--- src/rtl/dr_injector.sv ---
// dr_injector: clocked front-end that injects single-rail words into a dual-rail
// datapath as codeword/spacer pairs on X_1/X_0 under a four-phase protocol.
// Latency: codeword visible after the accept edge; spacer one cycle after the
// synchronised completion is seen; back to IDLE one cycle after release is seen.
// Backpressure: in_ready is high only in IDLE, so no back-to-back accepts.
// Ports: clk/rst (sync, active high); in_valid/in_data/in_ready upstream handshake;
// cd_q async completion detector input; X_1/X_0 rail outputs; busy, sticky err,
// 16-bit wrapping xfer_cnt of completed transfers.
module dr_injector #(
  parameter int W       = 8,
  parameter int SP      = 0,
  parameter int SYNC    = 2,
  parameter int TIMEOUT = 255
) (
  input  logic          clk,
  input  logic          rst,
  input  logic          in_valid,
  input  logic [W-1:0]  in_data,
  output logic          in_ready,
  input  logic          cd_q,
  output logic [W-1:0]  X_1,
  output logic [W-1:0]  X_0,
  output logic          busy,
  output logic          err,
  output logic [15:0]   xfer_cnt
);

  localparam logic         LP_SP       = (SP != 0);
  localparam logic [W-1:0] LP_SPACER   = {W{LP_SP}};
  localparam logic [7:0]   LP_TMO_LAST = 8'(TIMEOUT - 1);

  typedef enum logic [1:0] {ST_IDLE, ST_DATA, ST_SPC} state_t;

  state_t          r_state, w_state_nxt;
  logic [SYNC-1:0] r_sync;
  logic            w_cd_s;
  logic [7:0]      r_timer, w_timer_nxt;
  logic [W-1:0]    r_x1, r_x0, w_x1_nxt, w_x0_nxt;
  logic            r_err, w_err_nxt;
  logic            r_abort, w_abort_nxt;
  logic [15:0]     r_cnt, w_cnt_nxt;

  // cd_q is asynchronous to clk: plain flop chain, oldest stage is used.
  always_ff @(posedge clk) begin
    if (rst) begin
      r_sync <= '0;
    end else begin
      r_sync[0] <= cd_q;
      for (int i = 1; i < SYNC; i++) r_sync[i] <= r_sync[i-1];
    end
  end

  // With an sp1 spacer the detector sense is flipped so that 1 always means complete.
  assign w_cd_s = r_sync[SYNC-1] ^ LP_SP;

  always_ff @(posedge clk) begin
    if (rst) begin
      r_state <= ST_IDLE;
      r_timer <= '0;
      r_x1    <= LP_SPACER;
      r_x0    <= LP_SPACER;
      r_err   <= 1'b0;
      r_abort <= 1'b0;
      r_cnt   <= '0;
    end else begin
      r_state <= w_state_nxt;
      r_timer <= w_timer_nxt;
      r_x1    <= w_x1_nxt;
      r_x0    <= w_x0_nxt;
      r_err   <= w_err_nxt;
      r_abort <= w_abort_nxt;
      r_cnt   <= w_cnt_nxt;
    end
  end

  always_comb begin
    w_state_nxt = r_state;
    w_timer_nxt = r_timer;
    w_x1_nxt    = r_x1;
    w_x0_nxt    = r_x0;
    w_err_nxt   = r_err;
    w_abort_nxt = r_abort;
    w_cnt_nxt   = r_cnt;
    unique case (r_state)
      ST_IDLE: begin
        // Completion seen here is ignored; only DATA-phase samples count.
        if (in_valid) begin
          w_x1_nxt    = in_data;
          w_x0_nxt    = ~in_data;
          w_state_nxt = ST_DATA;
          w_timer_nxt = '0;
          w_abort_nxt = 1'b0;
        end
      end
      ST_DATA: begin
        // Completion is checked first so it wins over a simultaneous timeout.
        if (w_cd_s) begin
          w_x1_nxt    = LP_SPACER;
          w_x0_nxt    = LP_SPACER;
          w_state_nxt = ST_SPC;
          w_timer_nxt = '0;
        end else if (r_timer == LP_TMO_LAST) begin
          // Force the spacer so the network is still returned to a clean state.
          w_err_nxt   = 1'b1;
          w_abort_nxt = 1'b1;
          w_x1_nxt    = LP_SPACER;
          w_x0_nxt    = LP_SPACER;
          w_state_nxt = ST_SPC;
          w_timer_nxt = '0;
        end else begin
          w_timer_nxt = r_timer + 8'd1;
        end
      end
      ST_SPC: begin
        if (!w_cd_s) begin
          // A word whose codeword phase timed out never completed, so it is not counted.
          if (!r_abort) w_cnt_nxt = r_cnt + 16'd1;
          w_state_nxt = ST_IDLE;
        end else if (r_timer == LP_TMO_LAST) begin
          w_err_nxt   = 1'b1;
          w_state_nxt = ST_IDLE;
        end else begin
          w_timer_nxt = r_timer + 8'd1;
        end
      end
      default: w_state_nxt = ST_IDLE;
    endcase
  end

  assign in_ready = (r_state == ST_IDLE);
  assign busy     = (r_state != ST_IDLE);
  assign X_1      = r_x1;
  assign X_0      = r_x0;
  assign err      = r_err;
  assign xfer_cnt = r_cnt;

endmodule

--- config.mk ---
export PLATFORM = sky130hd
export DESIGN_NAME = dr_injector
export DESIGN_NICKNAME = d
export VERILOG_FILES = /design/src/rtl/dr_injector.sv
export SDC_FILE = /design/constraint.sdc
export NUM_CORES = 1
export LEC_CHECK = 0
export CAP_MARGIN = 0
export CORE_ASPECT_RATIO = 0.5
export CORE_MARGIN = 2
export CORE_UTILIZATION = 40
export DETAILED_ROUTE_END_ITERATION = 7
export GPL_ROUTABILITY_DRIVEN = 0
export PLACE_DENSITY = 0.72
export SLEW_MARGIN = 25
export SYNTH_ARGS = -nofsm -noshare
export SYNTH_HDL_FRONTEND = slang
export SYNTH_SLANG_ARGS = --single-unit
--- constraint.sdc ---
create_clock -name clk -period 5.53 [get_ports clk]
set_clock_uncertainty 0.05 [all_clocks]
set_input_delay 1.106 -clock clk [delete_from_list [all_inputs] [get_ports clk]]
set_output_delay 1.106 -clock clk [all_outputs]
set_load 0.01 [all_outputs]
Yosys cells after proc, flatten, opt, wreduce, memory -nomap -nowiden
Index checks and enable logic that the tools add are counted.

storage, ports and cells
  register bits = 46
  bits of input ports = 12
  output and inout port bits = 35
  logic and storage cells = 60

cells by class
  $add $sub $neg = 2
  equality and inequality tests = 10
  mux-type cells = 26
  bitwise logic cells = 3
  reductions and logical operators = 11

operators with widths
  cell                                                  number
  2-to-1 mux 8 bit                                      9
  case mux 8 bit (2 select lines)                       2
  case mux 8 bit (3 select lines)                       1
  adder 16 x 1 -> 16 bit (second input constant)        1
  AND reduction 3 bit                                   4
  2-to-1 mux 2 bit                                      5
  != test 2 bit (second input constant)                 5
  adder 8 x 1 -> 8 bit (second input constant)          1
  equality test 8 bit (second input constant)           1
  NOT 8 bit                                             1
  AND reduction 4 bit                                   2
  2-to-1 mux 1 bit                                      6
  != test 3 bit (second input constant)                 2
  case mux 2 bit (3 select lines)                       1
  nonzero test 2 bit                                    3
  case mux 1 bit (2 select lines)                       2
  nonzero test 3 bit                                    1
  equality test 2 x 1 -> 1 bit (second input constant)  1
  equality test 2 bit (second input constant)           1
  logical NOT 2 bit                                     1
  NOT 1 bit                                             2

Logic depth before layout (Yosys ltp)
  depth in word-level cells = 4
  mapped depth = 7

Worst setup path before layout
No wires, ideal clock.

  path kind = in2reg
  start point = in in_valid
  end point = reg r_timer[5]
  library setup time = 86 ps
  data arrival time = 2228 ps
  setup slack = 3166 ps
  cell stages on the path = 4
  cells stage by stage = nor2b_1 > or4_1 > or4_1 > a211oi_1

on the way
  cells in the longest elaborated chain, start to end = 2

ends and longest elaborated chain
  what                           RTL line  text
  start, declared                17        input logic in_valid,
  != test 2 bit (no line)        --
  AND reduction 4 bit (no line)  --
  end signal, assigned           67        r_timer <= w_timer_nxt;
  end, declared                  37        logic [7:0] r_timer, w_timer_nxt;

Every way passes these cells.
A chain may end at the register's enable or synchronous reset.

Worst setup path after layout
  start point = reg r_state[0]
  end point = out busy

on the way
  cells in the longest elaborated chain, start to end = 1

ends and longest elaborated chain
  what                    RTL line  text
  start, declared         34        state_t r_state, w_state_nxt;
  start signal, assigned  66        r_state <= w_state_nxt;
  nonzero test 2 bit      131       assign busy = (r_state != ST_IDLE);
  end, declared           23        output logic busy,

Every way passes these cells.

==> run metrics <==
Final Max Slew Viols=0; post-cts resize count=0; clock share of power=roughly 28%; critical path depth=4; Routed WL per cell=between 10 and 15 um; hold slack=a little under 400 ps; crit path launch type=flop; H-Tree Level Count=2; final hold vios=0; RSZ-0062 raised after global routing=no; filler instances=approximately 450; clk_lat worst skew=about 300 ps; crit path kind=flop to primary output; Net count, final=286; die width=between 100 and 150 um; vias in the first global route=about 1700; Synth area leader=dfxtp_1; Core Util, Final=between 50% and 60%; post-layout instance area=about 2700 um2; CP max-delay cell=clkdlybuf4s50_1; router iterations before antenna repair=4; maximum VDD drop=roughly 150 uV; postcts setup bufs=0; Yosys top cell area share=between 40% and 50%; crit path to=busy; Clock Tree Root=clkbuf_8; Worst Hold Depth=1; Hold Startpoint=r_sync[0]; Fmax=between 300 and 400 MHz; initial antenna violation count=0; layout cells sized above 1=about 8%; Initial DRC Count=86; Total GRT Usage=between 10% and 20%; placed cell area=between 2000 and 3000 um2; setup TNS=0 ps; WL final=4630 um; die footprint=about 5800 um2; combinational share of power=between 20% and 30%; vias after detailed routing=between 1500 and 2000; Mapped Avg Cell Area=approximately 9.4 um2; Initial Util=41.7%; layout overhead on the synthesized area=30.5%; Synth warnings=0; switching part of the total=just under 30%; CTS max path bufs=2; Static Leak=0.921 nW; Die Y=54.8 um; reg-to-reg endpoint=r_timer[5]; Synth area leaders=dfxtp_1, ha_1, a22o_1; synthesized area=2070 um2; Inserted Clock Buffers=5; cells after synthesis=~220; GR Overflow Total=0; internal power=~0.54 mW; async set-or-reset flop fraction in the synthesized netlist=0%; CP startpoint=r_state[0]; hold buffer count at CTS=0; Crit Path Max Fanout=5; Yosys reg bits=46; total power=between 0.7 and 0.8 mW; antenna-violating nets left=0; TritonCTS sink count=between 40 and 50; post-placement setup slack=between 2000 and 2500 ps; min cycle time layout=about 2800 ps; post-route insts no fill=approximately 340; PwrDens=281 nW/um2; max-cap viol count=0; core area=a little under 5000 um2; R2R setup slack=roughly 3200 ps; Multi-input gate area=1090 um2; CP delay by family, top=buffers and inverters; slew of the pin with the lowest slew margin=899 ps; CP cell instances=inv_1, ha_1, inv_1, clkdlybuf4s50_1; critical path capture point type=primary output; outcome=complete, no violations; top_reg_cell synth=dfxtp_1; sequential element share of the synthesized area=between 40% and 50%; worst r2r src=r_state[0]; Boundary Pins=47; Worst Path Arrival=between 1500 and 2000 ps; # rows=18; FF-to-FF path depth=6; drc violations=0; clock slew at reported path FFs=~90 ps; n_diodes=0; largest net degree at the start of global routing=34; first-pass GRT wire length=7610 um; cell mode on critical path=inv_1; Worst EP required=4370 ps; final worst path period share=a little over 50%; Commonest cells post-synth=dfxtp_1, nor2_1, a21oi_1, inv_1, nand2_1; Final Setup Violations=0; drt via density=between 5 and 6; switching pwr=0.220 mW; Post-DP HPWL=between 3000 and 4000 um; register share of total power=approximately half; CP max stage delay=540 ps; Reg area=between 900 and 1000 um2; Slew HR=39.6%; unique cell type count in the Yosys netlist=48; most common cell in the synthesized netlist=dfxtp_1; Worst Path Buf+Inv=3; Setup WS post-layout=about 2700 ps; placed cells=330; CTS tree=done; IO buf count=46; Tightest Hold Check Type=flop to flop; EDFF count, synth=0; syn nets=around 240
-- worst min path at each step --
stage | to
after floorplan | r_sync[1]
after global placement | r_sync[1]
after detailed placement | r_sync[1]
after CTS | r_sync[1]
after global routing | r_sync[1]
final | r_sync[1]
-- power groups by stage --
stage          Combinational [mW]  Clock [mW]  Sequential, mW
2_1_floorplan              0.0882           0           0.386
3_3_place_gp                0.166           0           0.381
3_5_place_dp                0.171           0           0.381
4_1_cts                     0.172       0.220           0.375
5_1_grt                     0.188       0.233           0.377
6_report                    0.171       0.213           0.374
-- layer usage --
| layer | global-route usage, % | up-vias | wire length (um) |
|---|---|---|---|
| li1 | - | 903 | - |
| met1 | 20.8 | 887 | 2240 |
| met2 | 28.9 | 41 | 2130 |
| met3 | 4.76 | 5 | 204 |
| met4 | 7.68 | 0 | 58 |
| met5 | 0 | - | 0 |
-- registers in the layout, indices dropped and copies added (netlist names) --
name      cells
err           1
X_1           8
X_0           8
r_timer       8
r_state       2
r_sync        2
xfer_cnt     16
r_abort       1
-- cells in the final DEF, fill, tap and decap left out, types with 2 or more instances in the layout --
| cell type | n |
|---|---|
| or3_1 | 4 |
| nand3b_1 | 2 |
| nand4_1 | 4 |
| mux2i_1 | 3 |
| clkbuf_8 | 6 |
| inv_1 | 11 |
| o2bb2ai_1 | 8 |
| nor3_1 | 7 |
| o21ai_0 | 6 |
| or4_1 | 5 |
| clkdlybuf4s50_1 | 46 |
| dfxtp_1 | 46 |
| a22o_1 | 8 |
| nand3_1 | 8 |
| xor2_1 | 5 |
| ha_1 | 7 |
| a21bo_2 | 2 |
| nand2_1 | 11 |
| nand2b_1 | 2 |
| or2_2 | 2 |
| a211oi_1 | 9 |
| and3_1 | 2 |
| o31ai_1 | 4 |
| nor2b_1 | 5 |
| xnor2_1 | 3 |
| a21oi_1 | 12 |
| nor2_1 | 16 |
-- cells by family after synthesis --
family | after synthesis | share of synthesized area (%)
adder cells (fa/ha/maj) | 7 | 4.23
AND/OR/NAND/NOR | 79 | 22.6
flip-flops | 46 | 44.5
AO/OA/AOI/OAI | 58 | 20.1
buffers and inverters | 17 | 3.15
XOR/XNOR | 8 | 3.39
multiplexers | 4 | 2.00
-- cell type report --
| cell class | count | area share [%] |
|---|---|---|
| Sequential cell | 46 | 34.1 |
| Clock buffer | 6 | 3.06 |
| Timing Repair Buffer | 47 | 17.3 |
| Multi-Input combinational cell | 156 | 40.2 |
| Clock inverter | 2 | 0.464 |
| Inverter | 11 | 1.53 |
| Tap cell | 70 | 3.25 |
Note: power is estimated with default switching activity, not from simulation.
